`config.mk`:
```
export PLATFORM = sky130hd
export DESIGN_NAME = reminder_scheduler
export DESIGN_NICKNAME = d
export VERILOG_FILES = /design/src/rtl/reminder_pkg.sv /design/src/rtl/reminder_scheduler_bcd_digit_down.sv /design/src/rtl/reminder_scheduler.sv
export SDC_FILE = /design/constraint.sdc
export NUM_CORES = 1
export LEC_CHECK = 0
export BUFFER_PORTS_ARGS = -buffer_cell sky130_fd_sc_hd__buf_2
export CORE_UTILIZATION = 30
export CTS_CLUSTER_SIZE = 28
export DETAILED_ROUTE_END_ITERATION = 8
export PLACE_DENSITY = 0.51
export SETUP_SLACK_MARGIN = 0.5
export SYNTH_ARGS = -nofsm -noshare
export SYNTH_HDL_FRONTEND = slang
export SYNTH_SLANG_ARGS = --single-unit
```
`constraint.sdc`:
```
create_clock -name clk -period 2.4 [get_ports clk]
set_input_delay 0.72 -clock clk [delete_from_list [all_inputs] [get_ports clk]]
set_output_delay 0.72 -clock clk [all_outputs]
set_load 0.02 [all_outputs]
```
`src/rtl/reminder_pkg.sv`:
```
// Shared types and helpers for the water-reminder scheduler.
//   sched_state_e : scheduler states (IDLE=0, COUNT=1, ALERT=2, SNOOZE=3)
//   bcd_t         : one BCD digit
//   bcd_valid2()  : true when both nibbles of a 2-digit BCD byte are 0..9
//   BCD_ZERO_MMSS : 00:00 in {min_t,min_u,sec_t,sec_u} packing
package reminder_pkg;

  typedef enum logic [1:0] {
    IDLE   = 2'd0,
    COUNT  = 2'd1,
    ALERT  = 2'd2,
    SNOOZE = 2'd3
  } sched_state_e;

  typedef logic [3:0] bcd_t;

  localparam logic [15:0] BCD_ZERO_MMSS = 16'h0000;

  function automatic logic bcd_valid2(input logic [7:0] v);
    return (v[7:4] <= 4'd9) && (v[3:0] <= 4'd9);
  endfunction

endpackage

```
`src/rtl/reminder_scheduler_bcd_digit_down.sv`:
```
// One BCD digit down-counter, chained through borrow to build MM:SS.
// Ports:
//   clk, reset : clock, asynchronous active-high reset (value <= RST_VAL)
//   load       : load load_val (has priority over dec)
//   load_val   : digit to load
//   dec        : decrement request; wraps 0 -> MAX
//   value      : current digit
//   borrow     : dec requested while digit is 0 (decrement the next digit)
module bcd_digit_down
  import reminder_pkg::*;
#(
  parameter bcd_t MAX     = 4'd9,
  parameter bcd_t RST_VAL = 4'd0
) (
  input  logic clk,
  input  logic reset,
  input  logic load,
  input  bcd_t load_val,
  input  logic dec,
  output bcd_t value,
  output logic borrow
);

  // Digit register: load, else decrement with wrap to MAX, else hold.
  always_ff @(posedge clk or posedge reset) begin
    if (reset) begin
      value <= RST_VAL;
    end else if (load) begin
      value <= load_val;
    end else if (dec) begin
      value <= (value == 4'd0) ? MAX : (value - 4'd1);
    end else begin
      value <= value;
    end
  end

  assign borrow = dec && (value == 4'd0);

endmodule

```
`src/rtl/reminder_scheduler.sv`:
```
// Water-reminder sequencer: counts a BCD MM:SS interval down on a 1 Hz tick,
// raises an alert at 00:00, waits for ack, logs missed reminders, re-arms.
// Optional feature macro: REMINDER_SNOOZE_EN (snooze from ALERT into SNOOZE).
// Ports:
//   clk, reset   : clock, asynchronous active-high reset
//   tick_1hz     : one-clk pulse per second
//   enable       : level, 0 pauses (forces IDLE, time held)
//   interval_bcd : MM interval in BCD, sampled on load
//   load, ack, snooze : one-clk command pulses
//   remain_bcd   : {min_t,min_u,sec_t,sec_u} remaining time
//   alert        : high while in ALERT
//   chime        : one-clk pulse on each entry into ALERT
//   state        : current state encoding
//   missed       : saturating count of timed-out reminders
module reminder_scheduler
  import reminder_pkg::*;
#(
  parameter logic [7:0] DEFAULT_MIN     = 8'h30,
  parameter int         ALERT_TIMEOUT_S = 60,
  parameter logic [7:0] SNOOZE_MIN      = 8'h05,
  parameter int         MISS_W          = 4
) (
  input  logic              clk,
  input  logic              reset,
  input  logic              tick_1hz,
  input  logic              enable,
  input  logic [7:0]        interval_bcd,
  input  logic              load,
  input  logic              ack,
  input  logic              snooze,
  output logic [15:0]       remain_bcd,
  output logic              alert,
  output logic              chime,
  output logic [1:0]        state,
  output logic [MISS_W-1:0] missed
);

  localparam logic [7:0]        TIMEOUT_LAST = 8'(ALERT_TIMEOUT_S - 1);
  localparam logic [MISS_W-1:0] MISS_MAX     = {MISS_W{1'b1}};
  localparam logic [MISS_W-1:0] MISS_ONE     = {{(MISS_W-1){1'b0}}, 1'b1};

  sched_state_e      cur_state, nxt_state;
  logic [7:0]        interval_q, interval_d;
  logic [7:0]        alert_cnt, alert_cnt_d;
  logic [MISS_W-1:0] missed_d;
  logic              alert_d, chime_d;
  logic              dig_load, dig_dec;
  logic [15:0]       dig_val;
  logic              snooze_req;
  bcd_t              sec_u, sec_t, min_u, min_t;
  logic              su_borrow, st_borrow, mu_borrow, mt_borrow_unused;

`ifdef REMINDER_SNOOZE_EN
  assign snooze_req = snooze;
`else
  logic snooze_unused;
  assign snooze_req    = 1'b0;
  assign snooze_unused = snooze;
`endif

  assign remain_bcd = {min_t, min_u, sec_t, sec_u};
  assign state      = cur_state;

  // Next-state, command priority and datapath control.
  always_comb begin
    nxt_state   = cur_state;
    interval_d  = interval_q;
    alert_cnt_d = alert_cnt;
    missed_d    = missed;
    chime_d     = 1'b0;
    dig_load    = 1'b0;
    dig_dec     = 1'b0;
    dig_val     = {interval_q, 8'h00};
    if (load) begin
      // Invalid or zero interval falls back to the default.
      if (bcd_valid2(interval_bcd) && (interval_bcd != 8'h00)) begin
        interval_d = interval_bcd;
      end else begin
        interval_d = DEFAULT_MIN;
      end
      dig_load    = 1'b1;
      dig_val     = {interval_d, 8'h00};
      alert_cnt_d = 8'd0;
      nxt_state   = enable ? COUNT : IDLE;
    end else if (!enable) begin
      nxt_state   = IDLE;
      alert_cnt_d = 8'd0;
    end else begin
      case (cur_state)
        IDLE: begin
          nxt_state = COUNT;
          // An expired countdown resumes from a fresh interval.
          if (remain_bcd == BCD_ZERO_MMSS) begin
            dig_load = 1'b1;
          end else begin
            dig_load = 1'b0;
          end
        end
        COUNT, SNOOZE: begin
          if (tick_1hz) begin
            dig_dec = 1'b1;
            if (remain_bcd == 16'h0001) begin
              nxt_state = ALERT;
              chime_d   = 1'b1;
            end else begin
              nxt_state = cur_state;
            end
          end else begin
            dig_dec = 1'b0;
          end
        end
        ALERT: begin
          if (ack) begin
            nxt_state   = COUNT;
            dig_load    = 1'b1;
            alert_cnt_d = 8'd0;
          end else if (snooze_req) begin
            nxt_state   = SNOOZE;
            dig_load    = 1'b1;
            dig_val     = {SNOOZE_MIN, 8'h00};
            alert_cnt_d = 8'd0;
          end else if (tick_1hz) begin
            if (alert_cnt == TIMEOUT_LAST) begin
              missed_d    = (missed == MISS_MAX) ? missed : (missed + MISS_ONE);
              nxt_state   = COUNT;
              dig_load    = 1'b1;
              alert_cnt_d = 8'd0;
            end else begin
              alert_cnt_d = alert_cnt + 8'd1;
            end
          end else begin
            alert_cnt_d = alert_cnt;
          end
        end
        default: begin
          nxt_state = IDLE;
        end
      endcase
    end
    alert_d = (nxt_state == ALERT);
  end

  // Control and output registers.
  always_ff @(posedge clk or posedge reset) begin
    if (reset) begin
      cur_state  <= IDLE;
      interval_q <= DEFAULT_MIN;
      alert_cnt  <= 8'd0;
      missed     <= {MISS_W{1'b0}};
      alert      <= 1'b0;
      chime      <= 1'b0;
    end else begin
      cur_state  <= nxt_state;
      interval_q <= interval_d;
      alert_cnt  <= alert_cnt_d;
      missed     <= missed_d;
      alert      <= alert_d;
      chime      <= chime_d;
    end
  end

  bcd_digit_down #(.MAX(4'd9), .RST_VAL(4'd0)) u_sec_u (
    .clk(clk), .reset(reset), .load(dig_load), .load_val(dig_val[3:0]),
    .dec(dig_dec), .value(sec_u), .borrow(su_borrow)
  );
  bcd_digit_down #(.MAX(4'd5), .RST_VAL(4'd0)) u_sec_t (
    .clk(clk), .reset(reset), .load(dig_load), .load_val(dig_val[7:4]),
    .dec(su_borrow), .value(sec_t), .borrow(st_borrow)
  );
  bcd_digit_down #(.MAX(4'd9), .RST_VAL(DEFAULT_MIN[3:0])) u_min_u (
    .clk(clk), .reset(reset), .load(dig_load), .load_val(dig_val[11:8]),
    .dec(st_borrow), .value(min_u), .borrow(mu_borrow)
  );
  // The top digit never borrows: 00:01 -> 00:00 ends the countdown.
  bcd_digit_down #(.MAX(4'd9), .RST_VAL(DEFAULT_MIN[7:4])) u_min_t (
    .clk(clk), .reset(reset), .load(dig_load), .load_val(dig_val[15:12]),
    .dec(mu_borrow), .value(min_t), .borrow(mt_borrow_unused)
  );

endmodule

```
=== After elaboration in Yosys (flattened, before gate mapping) ===
Cells that the tools add are included.

* Register bits after elaboration: 40
* Input bits: 15
* Output and inout port bits: 24
* Word-level logic and storage cells: 94

* $add $sub $neg: 6
* Order comparisons: 2
* Equality and inequality tests: 9
* Multiplexer cells: 45
* Bitwise gates (word level): 3
* Reduce and logical (&&, ||, !) cells: 19

{| class="wikitable"
|+ Operators by type and width
! kind !! count
|-
| $mux W8 || 7
|-
| $mux W4 || 12
|-
| $eq A16 B1 Y1 const B || 1
|-
| $logic_not A16 Y1 || 1
|-
| $logic_not A4 Y1 || 4
|-
| $mux W1 || 16
|-
| $mux W16 || 1
|-
| $sub A4 B1 Y4 const B || 4
|-
| $mux W2 || 7
|-
| $add A8 B1 Y8 const B || 1
|-
| $eq A8 B6 Y1 const B || 1
|-
| $le A4 B4 Y1 const B || 2
|-
| $reduce_bool A2 Y1 || 4
|-
| $reduce_bool A8 Y1 || 1
|-
| $reduce_and A7 Y1 || 1
|-
| $eq A2 B2 Y1 const B || 3
|-
| $pmux W2 S3 || 1
|-
| $logic_and A1 B1 Y1 || 5
|-
| $add A4 B1 Y4 const B || 1
|-
| $eq A4 B4 Y1 const B || 1
|-
| $ne A4 B2 Y1 const B || 1
|-
| $ne A3 B1 Y1 const B || 1
|-
| $not A1 Y1 || 3
|-
| $eq A2 B1 Y1 const B || 1
|-
| 4 further kinds || 4
|}

=== Logic depth before layout (Yosys ltp) ===
Gate-level depths: netlist of the first run.

* Depth after elaboration: 10
* Gate-level depth with buffers: 8
* Gate-level depth less buffers: 7

=== Cells and area by module ===
Synthesis of the first run repeated with hierarchy kept, for this count alone.

* Cell total of the unflattened synthesis: 215
* Area total of the unflattened synthesis: 2138.3 um2

{| class="wikitable"
|+ By module, submodules not included
! module !! times used !! cells an instance !! area each (um2) !! sequential area each (um2)
|-
| reminder_scheduler || 1 || 124 || 1256.2 || 603.1
|-
| bcd_digit_down (u_min_u ...) || 2 || 23 || 226.5 || 100.1
|-
| bcd_digit_down (u_min_t) || 1 || 23 || 229.0 || 102.6
|-
| bcd_digit_down (u_sec_t) || 1 || 22 || 200.2 || 100.1
|}

=== Least setup slack after synthesis of the first run ===
Ideal clock, no wire load.

* Path kind: input to register
* From: input load
* To: register u_min_t.value[1]
* Library setup time: 82 ps
* Arrival time: 2024 ps
* Required time: 2318 ps
* Setup slack: 294 ps
* Stages: 6
* Path buffers: 1
* Cell sequence: and4b_1 -> buf_2 -> nand3_1 -> nor3_1 -> mux2_2 -> mux2_2

* Longest elaborated chain between the ends: 5
* Elaborated cells between the ends (all ways): 8
* Those cells by class: mux: 4; reduce/logical: 4

{| class="wikitable"
|+ Ends and longest elaborated chain
! what !! RTL line !! source
|-
| from (decl) || reminder_scheduler.sv:28 || <nowiki>input logic load,</nowiki>
|-
| $mux W1 || reminder_scheduler.sv:74 || <nowiki>if (load) begin</nowiki>
|-
| $logic_and A1 B1 Y1 (3 in a row) || reminder_scheduler_bcd_digit_down.sv:37 || <nowiki>assign borrow = dec && (value == 4'd0);</nowiki>
|-
| $reduce_bool A2 Y1 (no line) || - ||
|-
| to (signal assigned) || reminder_scheduler_bcd_digit_down.sv:29 || <nowiki>value <= load_val;</nowiki>
|-
| to (signal assigned) || reminder_scheduler_bcd_digit_down.sv:31 || <nowiki>value <= (value == 4'd0) ? MAX : (value - 4'd1);</nowiki>
|-
| to (signal assigned) || reminder_scheduler_bcd_digit_down.sv:33 || <nowiki>value <= value;</nowiki>
|-
| to (decl) || reminder_scheduler_bcd_digit_down.sv:20 || <nowiki>output bcd_t value,</nowiki>
|}

Parallel ways exist; a longest one is shown, timed or not.
A chain may end at the register's enable or synchronous reset.

=== Worst setup path after layout of the first run ===
* From: register alert_cnt[0]
* To: register u_min_u.value[3]

* Longest elaborated chain between the ends: 8
* Elaborated cells between the ends (all ways): 9
* Those cells by class: eq/ne: 1; mux: 7; reduce/logical: 1

{| class="wikitable"
|+ Ends and longest elaborated chain
! what !! RTL line !! source
|-
| from (decl) || reminder_scheduler.sv:44 || <nowiki>logic [7:0] alert_cnt, alert_cnt_d;</nowiki>
|-
| from (signal assigned) || reminder_scheduler.sv:155 || <nowiki>alert_cnt <= alert_cnt_d;</nowiki>
|-
| $eq A8 B6 Y1 (*) || reminder_scheduler.sv:123 || <nowiki>if (alert_cnt == TIMEOUT_LAST) begin</nowiki>
|-
| $mux W1 (*) || reminder_scheduler.sv:123 ||
|-
| $mux W1 (*) || reminder_scheduler.sv:122 || <nowiki>end else if (tick_1hz) begin</nowiki>
|-
| $mux W1 (*) || reminder_scheduler.sv:113 || <nowiki>if (ack) begin</nowiki>
|-
| $pmux W1 S2 (*) || reminder_scheduler.sv:89 || <nowiki>case (cur_state)</nowiki>
|-
| $mux W1 (*) || reminder_scheduler.sv:85 || <nowiki>end else if (!enable) begin</nowiki>
|-
| $mux W1 (*) || reminder_scheduler.sv:74 ||
|-
| $mux W4 / $reduce_bool A2 Y1 (equally long branches) || - ||
|-
| to (signal assigned) || reminder_scheduler_bcd_digit_down.sv:29 ||
|-
| to (signal assigned) || reminder_scheduler_bcd_digit_down.sv:31 ||
|-
| to (signal assigned) || reminder_scheduler_bcd_digit_down.sv:33 ||
|-
| to (decl) || reminder_scheduler_bcd_digit_down.sv:20 ||
|}

Mark *: on every way between the ends. The rest lies on a longest branch, timed or not.

==> run metrics, run 1 <==
outcome=finished clean; slew margin rel.=0.651; Mapped Cells=221; Power Dens Cells=509 nW/um^2; Final Critical Period=1930 ps; largest vdd supply drop=259 uV; vias in the first global route=1851; initial antenna violation count=0; CTS Buf Count=5; kind of critical path=flop to flop; Final Power=1.48 mW; GRT Util Overall=0.147; Vias=1847; post-DP HPWL=3.53 mm; area of the multi-input gates=1210 um^2; unrepaired setup endpoints after global routing=true; final hold violation count=0; CP Launch Type=flop; Slew Limit Fails=0; Skew-Pair Late Insertion Delay=290 ps; largest net degree at the start of global routing=41; clock tree sinks=40; grt ovf=0; Final ANT Viol Nets=0; Synth-to-Final Area Change=34.7%; global-route wire length before repair=8.65 mm; Synth warnings=0; crit path max fanout=6; count of cell types in the netlist=51; Syn Std Cell Area=2150 um^2; Pleak=1.34 nW; fill count=686; number of buffers inserted by port buffering=37; # rows=30; First-pass DRT Iterations=4; die area=7510 um^2; commonest cells after routing, fill and taps aside=38 x buf_2, 30 x dfrtp_1, 29 x buf_4, 27 x nor2_1, 21 x nand2_1; ANT cells=0; CTS HTree Levels=2; mean number of vias per cell=4.76; share of cells above drive strength 1=0.397; Synthesized Nets=241; commonest non-fill, non-tap cell in the layout=buf_2; Min-Delay Path Class=flop to flop; CP required=2570 ps; Tcrit/Tclk final=0.805; Seq/Total Area, Yosys=0.468; Final GP Congestion=0.776; TritonCTS clock tree=yes; crit path capture type=flop; Worst EP arrival=2110 ps; Most used DFF post-synth=dfrtp_1; Least-Margin Pin Slew=523 ps; async set-reset flop share out of synthesis=1.00; # hold bufs at CTS=0; nets@finish=312; syn avg cell area=9.73 um^2; IO Pins=39; max cap viols=0; clock-pin slew on the worst setup and hold paths=80 ps; number of flops mapped to enable cells by yosys=0; FF+latch area=1010 um^2; synthesized flop and latch total=40; final worst clock skew=8.28 ps; Initial Util=0.313; Die W=86.7 um; fmax=517 MHz; core region area=6870 um^2; DRC=0; DIE HEIGHT=86.7 um; drt wl/cell=13.6 um; setup TNS=0 ps; final wirelength=5.28 mm; Clock Root Buffer=clkbuf_8; final setup violation count=0; initial DRC count=39; clock buffer depth=2
## final cells by class
class / instances / area share
repair buffers: 69 / 0.149
clock buffers: 6 / 0.0250
well taps: 96 / 0.0415
inverters: 12 / 0.0155
flip-flops and latches: 40 / 0.350
multi-input cells: 164 / 0.418
clock inverters: 1 / 0.00173
## stage by stage
| stage | cell area, um^2 | instances | worst slack, ps | hold slack, ps | util |
|---|---|---|---|---|---|
| 5_1_grt | 2900 | 388 | 380 | 549 | 0.422 |
| 2_1_floorplan | 2250 | 221 | 425 | 499 | - |
| 4_1_cts | 2760 | 374 | 494 | 521 | 0.401 |
| 6_report | 2900 | 388 | 467 | 519 | 0.422 |
| 3_3_place_gp | 2580 | 358 | 226 | 480 | 0.375 |
| 3_5_place_dp | 2580 | 358 | 224 | 509 | 0.375 |
## report_power, final
| group | internal, mW | total [mW] | switching, mW |
|---|---|---|---|
| clock | 0.198 | 0.431 | 0.233 |
| sequential | 0.713 | 0.759 | 0.0453 |
| combinational | 0.130 | 0.287 | 0.156 |
| total | 1.04 | 1.48 | 0.434 |
## final timing paths
path / start / end / slack, ps / cells after the start
worst max register to register: alert_cnt[0] / u_min_u.value[3] / 470 / 8
worst max-delay path: alert_cnt[0] / u_min_u.value[3] / 470 / 8
min in group asynchronous: reset / interval_q[6] / 550 / 3
max in group asynchronous: reset / u_sec_t.value[1] / 1460 / 3
worst min-delay path: missed[2] / missed[2] / 520 / 1
worst min register to register: missed[2] / missed[2] / 520 / 1
## synthesized netlist by cell type (3+ instances only)
master    instances  area (um^2)
dfstp_2           4          105
inv_1            12         45.0
ha_1              5         62.6
nand3_1           7         35.0
nor2_1           27          101
nor4_1            3         18.8
o22ai_1           5         31.3
nand2_1          22         82.6
o21ai_0           5         25.0
nand4_1           7         43.8
a21oi_1          10         50.1
nor2b_1           4         25.0
nor3_1            5         25.0
xor2_1           10         87.6
nand2b_1          5         31.3
mux2_2            7         78.8
dfrtp_1          36          901
xnor2_1           4         35.0
## timing repair
item                       CTS  global route
gates resized for setup      7            10
pin swaps                    0             4
setup endpoints to repair    9            12
setup buffers                9            14
## cells by family after synthesis
logic type                 after synthesis  synth area share
AOI/OAI and AO/OA                       37             0.118
xor gates and xnor gates                14            0.0570
adders and majority gates                5            0.0291
buffers and inverters                   17            0.0320
DFF                                     40             0.468
muxes                                    9            0.0460
and+or+nand+nor                         99             0.250
## sequential cells by signal, summed over array words and instances (netlist names)
register,count
alert,1
chime,1
u_sec_u.value,4
u_min_t.value,4
interval_q,8
u_min_u.value,4
alert_cnt,8
u_sec_t.value,4
missed,4
state,2
## critical path: stages (launching register included)
cell	delay, ps
dfrtp_1	400
ha_2	210
nand4_1	130
nor4_2	50
buf_4	160
a41oi_4	310
nand2_8	80
buf_2	180
a221o_1	300
## routing by layer
metal	GRT usage	share of wire	up-vias
met5	0	0	-
met3	0.0343	0.034	4
met2	0.243	0.47	32
met1	0.193	0.49	889
li1	-	-	922
met4	0.0409	0.0078	0
Power figures use the tool's default switching activity.
==> run 2: changes to the inputs <==
--- a/config.mk
+++ b/config.mk
@@ -5,6 +5,7 @@
 export SDC_FILE = /design/constraint.sdc
 export NUM_CORES = 1
 export LEC_CHECK = 0
+export ABC_AREA = 1
 export BUFFER_PORTS_ARGS = -buffer_cell sky130_fd_sc_hd__buf_2
 export CORE_UTILIZATION = 30
 export CTS_CLUSTER_SIZE = 28
==> constraint.sdc (replaced) <==
create_clock -name clk -period 1.9 [get_ports clk]
set_input_delay 0.57 -clock clk [delete_from_list [all_inputs] [get_ports clk]]
set_output_delay 0.57 -clock clk [all_outputs]
set_load 0.02 [all_outputs]
==> run 2 against run 1 <==
Net effect: die area is 5.9% higher; clock power up 64%; critical path type unchanged; highest routed layer unchanged; sequential power increased by 25%; worst setup slack got worse by 160 ps; global-route usage up 0.95 points; final area up 22%; register-to-register slack worse by 160 ps; worst hold slack worse by 240 ps; flip-flop and latch count did not move; synthesized cell count rose by 34%; combinational power rose by 67%.
==> run metrics, run 2 <==
outcome=finished clean; leading area contributor after synthesis=dfrtp_1; setup TNS=0 ps; share of cells above drive strength 1=0.465; Synth warnings=0; Die W=89.2 um; vias in the first global route=2096; Vias=2211; Final Power=2.13 mW; Worst EP arrival=1830 ps; largest vdd supply drop=407 uV; TritonCTS clock tree=yes; final worst clock skew=11.6 ps; Synthesized Nets=317; reg2reg setup slack=300 ps; crit-path max cell delay=410 ps; crit path capture type=flop; top flop regs=alert_cnt x8, interval_q x8; Final Critical Period=1600 ps; R2R cell count=12; CP dominant cell by count=nand2_2; slew margin rel.=0.712; commonest non-fill, non-tap cell in the layout=nand2_1; CP required=2130 ps; synthesized flop and latch total=40; mean number of vias per cell=4.55; crit-path cells=ha_4 -> inv_2 -> nor2_2 -> nand3_1 -> nand2_1 -> nand2_2 -> nand2_2 -> nand2_4 -> buf_12 -> nand2_8 -> nand2_4 -> nand2_2; IO Pins=39; number of buffers inserted by port buffering=37; # hold bufs at CTS=0; Seq/Total Area, Yosys=0.441; crit path max fanout=7; Final GP Congestion=0.714; Min-Delay Path Class=primary input to asynchronous set/reset pin; initial antenna violation count=0; Tcrit/Tclk final=0.840; Skew-Pair Late Insertion Delay=300 ps; First-pass DRT Iterations=4; clock buffer depth=2; CP Launch Type=flop; most common cell in the netlist=nand2_1; Syn Std Cell Area=2280 um^2; clock-pin slew on the worst setup and hold paths=90 ps; # rows=31; Most used DFF post-synth=dfrtp_1; sequential power share=0.444; Pleak=1.67 nW; fmax=627 MHz; global-route wire length before repair=9.58 mm; final hold violation count=0; commonest cells after routing, fill and taps aside=58 x nand2_1, 41 x buf_4, 29 x buf_6, 27 x inv_1, 25 x dfrtp_1; Comb pwr share=0.224; Crit-path slowest cell=dfrtp_1; nets@finish=406; Final ANT Viol Nets=0; CTS Buf Count=5; Clock Root Buffer=clkbuf_8; unrepaired setup endpoints after global routing=true; core region area=7290 um^2; synth top area cells=dfrtp_1 39%, nand2_1 12%, inv_1 6.7%; Least-Margin Pin Slew=428 ps; final setup violation count=0; final wirelength=5.79 mm; reg2reg end=u_min_u.value[0]; grt ovf=0; Power Dens Cells=601 nW/um^2; Slew Limit Fails=0; Clk pwr share=0.332; async set-reset flop share out of synthesis=1.00; Worst R2R Start=alert_cnt[1]; CTS HTree Levels=2; Synth-to-Final Area Change=55.5%; largest net degree at the start of global routing=25; number of flops mapped to enable cells by yosys=0; Initial Util=0.313; clock tree sinks=40; count of cell types in the netlist=31; max cap viols=0; commonest cells in the netlist=73 x nand2_1, 41 x inv_1, 36 x dfrtp_1, 36 x nor2_1, 25 x nand3_1; drt wl/cell=11.9 um; DIE HEIGHT=89.2 um; syn avg cell area=7.68 um^2; post-DP HPWL=3.75 mm; Mapped Cells=297; initial DRC count=77; Int Power=1.51 mW; die area=7960 um^2; DRC=0; Yosys top cell area share=0.395; ANT cells=0; NetSw=0.619 mW; GRT Util Overall=0.157; kind of critical path=flop to flop; Switching Fraction=0.290
[run 2: cell count changes after synthesis, moves of 7 or more]
cell and delta:
nand3_1 +18, nand2_1 +51, inv_1 +29, mux2_2 -7, o21ai_0 +12, nor2_1 +9
[run 2: worst max path at each step]
stage                           startpoint                to  depth (start not counted)
after detailed placement            enable         missed[3]                          8
after global placement              enable         missed[3]                          8
final                         alert_cnt[1]  u_min_u.value[0]                         12
after CTS                 u_min_t.value[1]    remain_bcd[13]                          1
after floorplan                       load  u_min_t.value[2]                         10
after global routing          alert_cnt[1]  u_min_t.value[3]                         13
[run 2: cell type report]
class / count / area, um^2
inverter: 42 / 175
timing repair buffer: 86 / 774
clock buffer: 6 / 72.6
multi-input combinational: 211 / 1350
sequential: 40 / 1020
fill: 740 / 3740
tap: 99 / 124
clock inverter: 2 / 35.0
[run 2: cells by family (layout without fill, tap and decap cells)]
group           after synthesis  count (layout)  synth area share
compound gates               36              36            0.0828
xor+xnor                      8               8            0.0307
fa+ha+maj                     5               5            0.0274
buf+inv                      47             136            0.0894
flops                        40              40             0.441
simple gates                161             162             0.329
[run 2: power by group through the flow]
stage / sequential (mW) / clock, mW / combinational (mW)
after detailed placement: 0.956 / 0 / 0.324
after global routing: 0.951 / 0.763 / 0.531
after CTS: 0.941 / 0.725 / 0.432
after global placement: 0.955 / 0 / 0.322
final: 0.946 / 0.707 / 0.478
after floorplan: 0.983 / 0 / 0.198
[run 2: repair_timing]
item	4_1_cts	5_1_grt
gates resized for setup	77	37
gates cloned	1	0
pin swaps	15	19
setup endpoints to repair	47	53
buffers inserted	30	11
[run 2: per-layer routing]
metal	share of wire	global-route usage	up-vias	routed length [um]
met5	0	0	-	0
met4	0.013	0.0519	0	78
met3	0.030	0.0268	7	172
met2	0.50	0.264	34	2880
met1	0.46	0.204	1041	2650
li1	-	-	1129	-
[run 2: critical path: cells and delay by family (launching register included)]
family                     cells  cell delay (ps)
adders and majority gates      1              170
buffers and inverters          2              190
DFF                            1              410
and+or+nand+nor                9              770
[run 2: through the flow]
stage                     cell area, um^2  hold slack (ps)  cells  setup slack (ps)  utilization
after floorplan                      2390              445    297               343            -
after global placement               2720              466    436              93.9        0.373
after detailed placement             2720              472    436              73.0        0.373
after CTS                            3350              280    475               329        0.460
after global routing                 3550              294    486               143        0.486
final                                3550              275    486               304        0.486
